--- src/rtl/ama_riscv_pkg.sv ---
// Shared AMA-RISCV constants and types: write-back source select, load funct3 codes,
// and the MEM/WB stage bundle.
package ama_riscv_pkg;

  localparam int unsigned XLEN      = 32;
  localparam int unsigned RF_ADDR_W = 5;

  typedef enum logic [1:0] {
    WB_SEL_MEM = 2'd0,
    WB_SEL_ALU = 2'd1,
    WB_SEL_PC4 = 2'd2,
    WB_SEL_CSR = 2'd3
  } wb_sel_e;

  localparam logic [2:0] LD_B  = 3'd0;
  localparam logic [2:0] LD_H  = 3'd1;
  localparam logic [2:0] LD_W  = 3'd2;
  localparam logic [2:0] LD_BU = 3'd4;
  localparam logic [2:0] LD_HU = 3'd5;

  typedef struct packed {
    logic                 valid;
    logic                 rd_we;
    logic [RF_ADDR_W-1:0] rd_addr;
    wb_sel_e              wb_sel;
    logic [2:0]           funct3;
    logic [XLEN-1:0]      alu_out;
    logic [XLEN-1:0]      pc;
    logic [XLEN-1:0]      csr_data;
  } wb_stage_t;

endpackage

--- src/rtl/ama_riscv_load_align.sv ---
// Load data alignment: selects the byte/halfword addressed by the low address bits of a
// synchronous-memory read word and sign- or zero-extends it according to funct3.
module ama_riscv_load_align
  import ama_riscv_pkg::*;
(
  input  logic [XLEN-1:0] dmem_rdata_i,
  input  logic [2:0]      funct3_i,
  input  logic [1:0]      offset_i,
  output logic [XLEN-1:0] data_o
);

  logic [7:0]  byte_sel;
  logic [15:0] half_sel;

  always_comb begin
    byte_sel = dmem_rdata_i[7:0];
    case (offset_i)
      2'd0:    byte_sel = dmem_rdata_i[7:0];
      2'd1:    byte_sel = dmem_rdata_i[15:8];
      2'd2:    byte_sel = dmem_rdata_i[23:16];
      default: byte_sel = dmem_rdata_i[31:24];
    endcase
    // Misaligned halfword offsets fall back to the containing aligned halfword.
    half_sel = offset_i[1] ? dmem_rdata_i[31:16] : dmem_rdata_i[15:0];
  end

  always_comb begin
    data_o = dmem_rdata_i;
    case (funct3_i)
      LD_B:    data_o = {{24{byte_sel[7]}}, byte_sel};
      LD_BU:   data_o = {24'd0, byte_sel};
      LD_H:    data_o = {{16{half_sel[15]}}, half_sel};
      LD_HU:   data_o = {16'd0, half_sel};
      LD_W:    data_o = dmem_rdata_i;
      default: data_o = dmem_rdata_i;
    endcase
  end

endmodule

--- src/rtl/ama_riscv_writeback.sv ---
// AMA-RISCV write-back stage: MEM/WB register, load alignment, source mux, rf write port
// and decode bypass flags. Optional retired-instruction counter: AMA_RISCV_WB_INSTRET_EN.
module ama_riscv_writeback
  import ama_riscv_pkg::*;
(
  input  logic                 clk,
  input  logic                 rst,
  input  logic                 stall,
  input  logic                 flush,
  input  logic                 in_valid,
  input  logic                 in_rd_we,
  input  logic [RF_ADDR_W-1:0] in_rd_addr,
  input  logic [1:0]           in_wb_sel,
  input  logic [2:0]           in_funct3,
  input  logic [XLEN-1:0]      in_alu_out,
  input  logic [XLEN-1:0]      in_pc,
  input  logic [XLEN-1:0]      in_csr_data,
  input  logic [XLEN-1:0]      dmem_rdata,
  input  logic [RF_ADDR_W-1:0] dec_rs1,
  input  logic [RF_ADDR_W-1:0] dec_rs2,
  output logic                 rf_we,
  output logic [RF_ADDR_W-1:0] rf_addr_d,
  output logic [XLEN-1:0]      rf_data_d,
  output logic                 fwd_a,
  output logic                 fwd_b,
  output logic                 wb_valid,
  output logic [63:0]          instret
);

  wb_stage_t       stage_q, stage_d;
  logic [XLEN-1:0] load_data;
  logic [XLEN-1:0] wb_data;

  always_comb begin
    stage_d = stage_q;
    if (flush) begin
      stage_d.valid = 1'b0;
    end else if (!stall) begin
      stage_d = '{valid:    in_valid,
                  rd_we:    in_rd_we,
                  rd_addr:  in_rd_addr,
                  wb_sel:   wb_sel_e'(in_wb_sel),
                  funct3:   in_funct3,
                  alu_out:  in_alu_out,
                  pc:       in_pc,
                  csr_data: in_csr_data};
    end
  end

  always_ff @(posedge clk) begin
    if (rst) begin
      stage_q <= '0;
    end else begin
      stage_q <= stage_d;
    end
  end

  ama_riscv_load_align u_load_align (
    .dmem_rdata_i (dmem_rdata),
    .funct3_i     (stage_q.funct3),
    .offset_i     (stage_q.alu_out[1:0]),
    .data_o       (load_data)
  );

  always_comb begin
    wb_data = '0;
    unique case (stage_q.wb_sel)
      WB_SEL_MEM: wb_data = load_data;
      WB_SEL_ALU: wb_data = stage_q.alu_out;
      WB_SEL_PC4: wb_data = stage_q.pc + 32'd4;
      WB_SEL_CSR: wb_data = stage_q.csr_data;
    endcase
  end

  // Stall suppresses the write so a held instruction commits exactly once, on release.
  assign rf_we     = stage_q.valid & stage_q.rd_we & (stage_q.rd_addr != '0) & ~stall;
  assign rf_addr_d = stage_q.rd_addr;
  // Zero when empty so the port does not follow dmem_rdata while idle or in reset.
  assign rf_data_d = stage_q.valid ? wb_data : '0;
  assign fwd_a     = rf_we & (dec_rs1 == stage_q.rd_addr);
  assign fwd_b     = rf_we & (dec_rs2 == stage_q.rd_addr);
  assign wb_valid  = stage_q.valid;

`ifdef AMA_RISCV_WB_INSTRET_EN
  logic        retire;
  logic [63:0] instret_q, instret_d;

  assign retire    = stage_q.valid & ~stall;
  assign instret_d = instret_q + {63'd0, retire};

  always_ff @(posedge clk) begin
    if (rst) begin
      instret_q <= '0;
    end else begin
      instret_q <= instret_d;
    end
  end

  assign instret = instret_q;
`else
  assign instret = 64'd0;
`endif

endmodule

--- config.mk ---
export PLATFORM = sky130hd
export DESIGN_NAME = ama_riscv_writeback
export DESIGN_NICKNAME = d
export VERILOG_FILES = /design/src/rtl/ama_riscv_pkg.sv /design/src/rtl/ama_riscv_load_align.sv /design/src/rtl/ama_riscv_writeback.sv
export SDC_FILE = /design/constraint.sdc
export NUM_CORES = 1
export LEC_CHECK = 0
export BUFFER_PORTS_ARGS = -buffer_cell sky130_fd_sc_hd__buf_4
export CAP_MARGIN = 10
export CELL_PAD_IN_SITES_DETAIL_PLACEMENT = 0
export CELL_PAD_IN_SITES_GLOBAL_PLACEMENT = 1
export CORE_AREA = 2 2 141 143
export CTS_BUF_LIST = sky130_fd_sc_hd__clkbuf_8 sky130_fd_sc_hd__clkbuf_16
export DETAILED_ROUTE_END_ITERATION = 8
export DIE_AREA = 0 0 143 145
export PLACE_DENSITY_LB_ADDON = 0.1
export SETUP_SLACK_MARGIN = 0.5
export SLEW_MARGIN = 20
export SYNTH_ARGS = -nofsm -noshare
export SYNTH_HDL_FRONTEND = slang
export SYNTH_SLANG_ARGS = --single-unit
--- constraint.sdc ---
create_clock -name clk -period 3.2 [get_ports clk]
set_clock_uncertainty 0.1 [all_clocks]
set_input_delay 0.16 -clock clk [delete_from_list [all_inputs] [get_ports clk]]
set_output_delay 0.16 -clock clk [all_outputs]
set_load 0.005 [all_outputs]
==> reports/qor.txt, run 1 <==
RD Place Congestion = 0.928
reported max-cap violation count = 0
synth warn = 0
clock-pin slew on the worst setup and hold paths = 0.07 ns
top cells by area in the synthesized netlist = sky130_fd_sc_hd__dfxtp_1, sky130_fd_sc_hd__nand2_1, sky130_fd_sc_hd__a21oi_1
wire length of the first global-routing pass = 37.1 mm
H-tree levels = 3
max-slew violations = 0
post-layout min period = 2.72 ns
share of post-route cells with drive strength above 1 = 24.2%
critical path fanouts, max = 6
post-synth top area cell = sky130_fd_sc_hd__dfxtp_1
average via count per standard cell = 4.82
number of fill cells = 1957
via count of the routed design = 6921
Total Nets Final = 1321
PD cells = 363 nW/µm²
worst slew margin relative to its limit = 50.4%
initial antenna violation count = 1
end of the worst register-to-register path = wb_valid
startpoint of the most critical setup path = stage_q[35]
critical path data required time = 2.94 ns
cell depth of the worst hold path = 3
Reg area = 2180 µm²
I/O pin cnt = 259
share of the clock period used by the worst path = 85.1%
depth of the worst register-to-register path = 3
total of buffers placed on input and output ports = 194
arrival time at the worst endpoint = 2.46 ns
endpoints failing hold = 0
P&R area growth vs syn = 47.8%
number of violations reported at the end of detailed-routing iteration 0 = 454
reg2reg setup slack = 2.10 ns
clock buffer count from CTS = 9
via count of the first global-routing pass = 6581
Root Buffer = sky130_fd_sc_hd__clkbuf_16
remaining antenna violation count after routing = 0
Achievable Freq = 367 MHz
status = complete, no violations
die area = 20700 µm²
Yosys cell types = 56
sum of overflow across all layers after global routing = 0
Chip Width = 143 µm
share of the yosys chip area belonging to registers = 33.8%
critical setup path kind = flip-flop to primary output
largest net degree at the start of global routing = 67
Hold Crit Class = input pin to flip-flop
Initial Utilization = 33.3%
worst-case hold path end point = stage_q[36]
setup TNS = 0 ns
instance count of the mapped netlist = 898
Inserted Diodes = 0
flip-flop and latch count after synthesis = 108
top-area cell type share of the netlist area = 33.8%
predominant post-synthesis flop cell = sky130_fd_sc_hd__dfxtp_1
fraction of synthesis flops using an asynchronous set or reset pin = 0%
average cell area after synthesis = 7.13 µm²
number of clock sinks = 108
category of the worst setup path launch point = flip-flop
worst setup timing slack at the placement stage = 0.490 ns
Syn Std Cell Area = 6400 µm²
core region area = 19200 µm²
number of standard-cell rows in the floorplan = 51
worst-case setup margin in the final layout = 0.475 ns
origin of the critical flop-to-flop path = wb_valid
worst-case vdd ir drop = 248 µV
Die Y-Extent = 145 µm
Clock Latency Late Sink = 0.35 ns
wire per inst = 17.2 µm
Critical Path End Type = primary output
final wirelength = 24.7 mm
RSZ-0062 raised after global routing = yes
overall global routing resource usage = 23.2%
slew at the pin with the worst max-slew slack = 0.744 ns
TritonCTS clock tree = built
number of synthesized flops with an enable pin = 0
drt pass-1 iters = 5
count of endpoints failing setup in the final report = 0
beginning of the worst hold path = in_pc[4]
total leakage power = 3.81 nW
number of buffers on the longest clock path = 2
HPWL Detailed = 18.3 mm
DRC violation count after routing = 0
area of combinational cells with multiple inputs = 3790 µm²
## stage by stage
step | power (mW) | instances | util (%) | instance area [µm²] | hold WS, ns
4_1_cts | 3.45 | 1436 | 48.8 | 9380 | 0.0125
6_report | 3.43 | 1436 | 49.3 | 9470 | 0.0312
5_1_grt | 3.58 | 1436 | 49.3 | 9470 | 0.0137
3_5_place_dp | 2.08 | 1307 | 41.0 | 7870 | 0.277
2_1_floorplan | 1.83 | 961 | - | 6640 | 0.139
3_3_place_gp | 2.08 | 1307 | 41.0 | 7870 | 0.273
## critical path, stage by stage (launching register included)
cell and delay [ns]:
sky130_fd_sc_hd__dfxtp_4 0.37, sky130_fd_sc_hd__ha_4 0.15, sky130_fd_sc_hd__nand3_4 0.07, sky130_fd_sc_hd__or4_4 0.56, sky130_fd_sc_hd__nand2b_4 0.17, sky130_fd_sc_hd__or4_4 0.49
sky130_fd_sc_hd__a31oi_4 0.18, sky130_fd_sc_hd__buf_6 0.11
## area by class of cell
type                            count  share of cell area (%)
Clock buffer                       11                    2.67
Sequential cell                   108                    23.1
Tap cell                          265                    3.50
Multi-Input combinational cell    704                    40.1
Timing Repair Buffer              329                    29.3
Inverter                           14                   0.555
Clock inverter                      5                   0.806
## placed cells by master (no fill, tap or decap), types with 7 or more instances in the layout
cell,count
sky130_fd_sc_hd__buf_4,220
sky130_fd_sc_hd__nor2_1,19
sky130_fd_sc_hd__xor2_1,11
sky130_fd_sc_hd__nand4_1,8
sky130_fd_sc_hd__dlygate4sd3_1,104
sky130_fd_sc_hd__nor2b_1,8
sky130_fd_sc_hd__dfxtp_2,7
sky130_fd_sc_hd__xnor2_1,20
sky130_fd_sc_hd__a221oi_1,8
sky130_fd_sc_hd__a21oi_1,125
sky130_fd_sc_hd__nor3_1,10
sky130_fd_sc_hd__nand2_1,264
sky130_fd_sc_hd__conb_1,64
sky130_fd_sc_hd__nor4_1,8
sky130_fd_sc_hd__nand3_1,11
sky130_fd_sc_hd__mux2i_1,10
sky130_fd_sc_hd__inv_1,16
sky130_fd_sc_hd__o211ai_1,8
sky130_fd_sc_hd__clkbuf_16,9
sky130_fd_sc_hd__o21ai_0,27
sky130_fd_sc_hd__dfxtp_1,98
sky130_fd_sc_hd__o22ai_1,12
## synth_stat cells (all sizes together) (2+ instances only)
cell,instances
buf,79
nor2,20
xor2,11
a221oi,11
dfxtp,108
o31ai,3
a211oi,10
a21o,3
mux4,2
a21oi,126
o22a,5
nor3,12
nor2b,8
and4,2
o22ai,12
mux2i,10
and3,3
o211ai,8
a22oi,3
o21bai,2
and2,5
nor3b,2
nand2b,7
nand4,8
o21ai,29
a221o,3
nor4,10
a2111oi,5
inv,14
nand3,14
mux2,2
clkbuf,56
or4,4
nand2,264
a31oi,5
or2,2
o31a,3
xnor2,20
## report_power, final
part           switching, mW  internal, mW  leakage, nW
Clock                  0.530         0.726        0.168
Combinational          0.342         0.363         2.76
Sequential            0.0659          1.41        0.888
## how the worst max path moves through the flow
stage | to | slack [ns] | cells past startpoint
2_1_floorplan | rf_data_d[20] | 0.76 | 7
3_3_place_gp | rf_data_d[14] | 0.51 | 7
3_5_place_dp | rf_data_d[14] | 0.49 | 7
4_1_cts | rf_data_d[20] | 0.40 | 7
5_1_grt | rf_data_d[20] | 0.42 | 7
6_report | rf_data_d[20] | 0.48 | 7
## cell families (layout without fill, tap and decap cells)
group           count (synthesis)  in the layout  synth area share, %
other cells                     1             64               0.0585
fa+ha+maj                       1              1                0.195
compound gates                232            232                 21.7
xor+xnor                       31             31                 4.24
simple gates                  362            362                 24.5
buf+inv                       149            359                 12.9
flops                         108            108                 33.8
mux                            14             14                 2.62
## sequential cells by signal, indices dropped and copies added, names as in the netlist
name / flops
rf_addr_d: 5
stage_q: 102
wb_valid: 1
## layer usage
metal / vias up / global-route usage (%) / part of all wire, %
li1: 3468 / - / -
met1: 3171 / 31.7 / 45
met2: 249 / 37.5 / 46
met3: 31 / 3.63 / 5.8
met4: 2 / 7.23 / 2.3
met5: - / 0 / 0.053
## timing repair
action / 4_1_cts / 5_1_grt
setup endpoints to repair: 17 / 19
hold buffers: 104 / 0
gates resized for setup: 22 / 20
endpoints found under the hold margin: 104 / 0
setup buffers: 9 / 0
pin swaps: 9 / 5
Note: power is estimated with default switching activity, not from simulation.
==> run 2, diff against run 1 <==
==> constraint.sdc (replaced) <==
create_clock -name clk -period 3.1 [get_ports clk]
set_clock_uncertainty 0.1 [all_clocks]
set_input_delay 0.155 -clock clk [delete_from_list [all_inputs] [get_ports clk]]
set_output_delay 0.155 -clock clk [all_outputs]
set_load 0.005 [all_outputs]
==> run 2 against run 1 <==
Effect of this change: critical endpoint unchanged; largest power group unchanged; worst hold slack lost 0.015 ns; setup slack lost 0.085 ns; first-iteration DRC count grew 14%; non-clock buffer count grew 19.
==> reports/qor.txt, run 2 (synthesized netlist as in run 1, its figures left out) <==
wire length of the first global-routing pass = 37.6 mm
beginning of the worst hold path = in_valid
Net Sw Frac = 29.3%
number of standard-cell rows in the floorplan = 51
number of violations reported at the end of detailed-routing iteration 0 = 517
count of endpoints failing setup in the final report = 0
worst slew margin relative to its limit = 42.9%
die area = 20700 µm²
Initial Utilization = 33.3%
HPWL Detailed = 18.0 mm
Chip Width = 143 µm
core region area = 19200 µm²
reported max-cap violation count = 0
origin of the critical flop-to-flop path = stage_q[99]
internal power consumption = 2.41 mW
Total Nets Final = 1340
TritonCTS clock tree = built
Clock Power Share = 33.7%
cell depth of the worst hold path = 3
slowest library cell on the worst path = sky130_fd_sc_hd__or4_4
initial antenna violation count = 0
total leakage power = 4.00 nW
RD Place Congestion = 0.903
average via count per standard cell = 4.84
endpoints failing hold = 0
DRC violation count after routing = 0
number of fill cells = 1908
most common library cell in the layout ignoring fill and taps = sky130_fd_sc_hd__nand2_1
clock-pin slew on the worst setup and hold paths = 0.08 ns
sum of overflow across all layers after global routing = 0
overall global routing resource usage = 23.4%
share of the clock period used by the worst path = 87.4%
count of buffering cells on the critical path with inverters included = 1
via count of the first global-routing pass = 6666
end of the worst register-to-register path = stage_q[99]
Largest delay share family, worst path = simple AND/OR/NAND/NOR gates
flip-flop count of the largest register, all copies and words added = 102
arrival time at the worst endpoint = 2.45 ns
cell area after placement = 7900 µm²
final non-filler cell area = 9730 µm²
P&R area growth vs syn = 52.0%
worst-case vdd ir drop = 224 µV
critical setup path kind = flip-flop to primary output
total of buffers placed on input and output ports = 194
Cell Chain, Critical Path = ha_4 > nand3_4 > or4_4 > nand2b_4 > or4_4 > a31oi_4 > buf_6
sequential fraction of design power = 44.6%
largest net degree at the start of global routing = 76
critical path data required time = 2.84 ns
remaining antenna violation count after routing = 0
critical path fanouts, max = 5
post-layout min period = 2.71 ns
clock buffer count from CTS = 9
H-tree levels = 3
drt pass-1 iters = 5
Most flops, register = stage_q
depth of the worst register-to-register path = 3
number of buffers on the longest clock path = 2
RSZ-0062 raised after global routing = yes
I/O pin cnt = 259
Inserted Diodes = 0
highest-count cells in the layout ignoring fill and taps = sky130_fd_sc_hd__nand2_1, sky130_fd_sc_hd__buf_4, sky130_fd_sc_hd__a21oi_1
delay contributed by the slowest stage of the critical path = 0.55 ns
wire per inst = 17.2 µm
power share of the combinational group = 21.8%
setup TNS = 0 ns
slew at the pin with the worst max-slew slack = 0.857 ns
number of clock sinks = 108
Hold Crit Class = input pin to flip-flop
category of the worst setup path launch point = flip-flop
Die Y-Extent = 145 µm
status = complete, no violations
PD cells = 350 nW/µm²
share of post-route cells with drive strength above 1 = 26.9%
max-slew violations = 0
reg2reg setup slack = 1.81 ns
cell seen most often among critical-path stages = sky130_fd_sc_hd__or4_4
Root Buffer = sky130_fd_sc_hd__clkbuf_16
Clock Latency Late Sink = 0.36 ns
worst-case hold path end point = wb_valid
Critical Path End Type = primary output
Net Sw Power = 0.997 mW
via count of the routed design = 7048
final wirelength = 25.1 mm
Achievable Freq = 369 MHz
-- run 2: changes by cell type in the layout (fill, tap and decap cells not counted), sizes merged --
cell	change
clkinv	+2
inv	-1
buf	+16
clkbuf	-1
clkinvlp	+2
dlygate4sd3	+3
bufinv	-2
-- run 2: layout make-up --
cell class / instances / area (µm²) / area share [%]
repair buffers: 348 / 2950 / 30.3
inverters: 14 / 56.3 / 0.578
multi-input cells: 704 / 3920 / 40.3
well taps: 265 / 332 / 3.41
flip-flops and latches: 108 / 2180 / 22.4
clock buffers: 10 / 239 / 2.46
clock inverters: 6 / 47.5 / 0.488
-- run 2: layer usage --
layer	global-route usage (%)	part of all wire (%)
met1	32.7	47
met2	38.1	47
met3	3.43	5.2
met4	5.15	1.4
met5	0	0
-- run 2: power by group through the flow --
stage	Sequential, mW	Clock (mW)	Combinational, mW
global placement	1.54	0	0.605
finish	1.52	1.15	0.742
CTS	1.51	1.17	0.730
detailed placement	1.55	0	0.606
floorplan	1.52	0	0.371
global route	1.53	1.22	0.809
-- run 2: how the worst max path moves through the flow --
stage	startpoint	end	slack, ns	cells after the start
finish	stage_q[35]	rf_data_d[20]	0.39	7
global route	stage_q[39]	rf_data_d[28]	0.32	8
CTS	stage_q[35]	rf_data_d[20]	0.30	7
detailed placement	stage_q[34]	rf_data_d[20]	0.43	7
global placement	stage_q[34]	rf_data_d[20]	0.48	7
floorplan	stage_q[34]	rf_data_d[20]	0.66	7
-- run 2: worst register-to-register path, stage by stage, from the launching register on --
cell and delay, ns:
sky130_fd_sc_hd__dfxtp_1 0.61, sky130_fd_sc_hd__buf_4 0.29, sky130_fd_sc_hd__nand2_1 0.07, sky130_fd_sc_hd__a21oi_1 0.15
-- run 2: per-stage QoR --
step	total power, mW	utilization (%)	cells	setup WS, ns	hold WS [ns]
final	3.41	50.7	1455	0.391	0.0159
after global routing	3.56	50.7	1455	0.315	0.0431
after CTS	3.41	49.9	1451	0.303	0.0120
after detailed placement	2.15	41.1	1309	0.433	0.276
after global placement	2.15	41.1	1309	0.480	0.269
after floorplan	1.89	-	961	0.663	0.134
-- run 2: what timing repair did --
action,4_1_cts,5_1_grt
hold buffers,107,0
pin swaps,25,12
endpoints found under the hold margin,107,0
buffers inserted,19,4
setup endpoints to repair,22,22
gates resized for setup,45,31
cloned,0,0
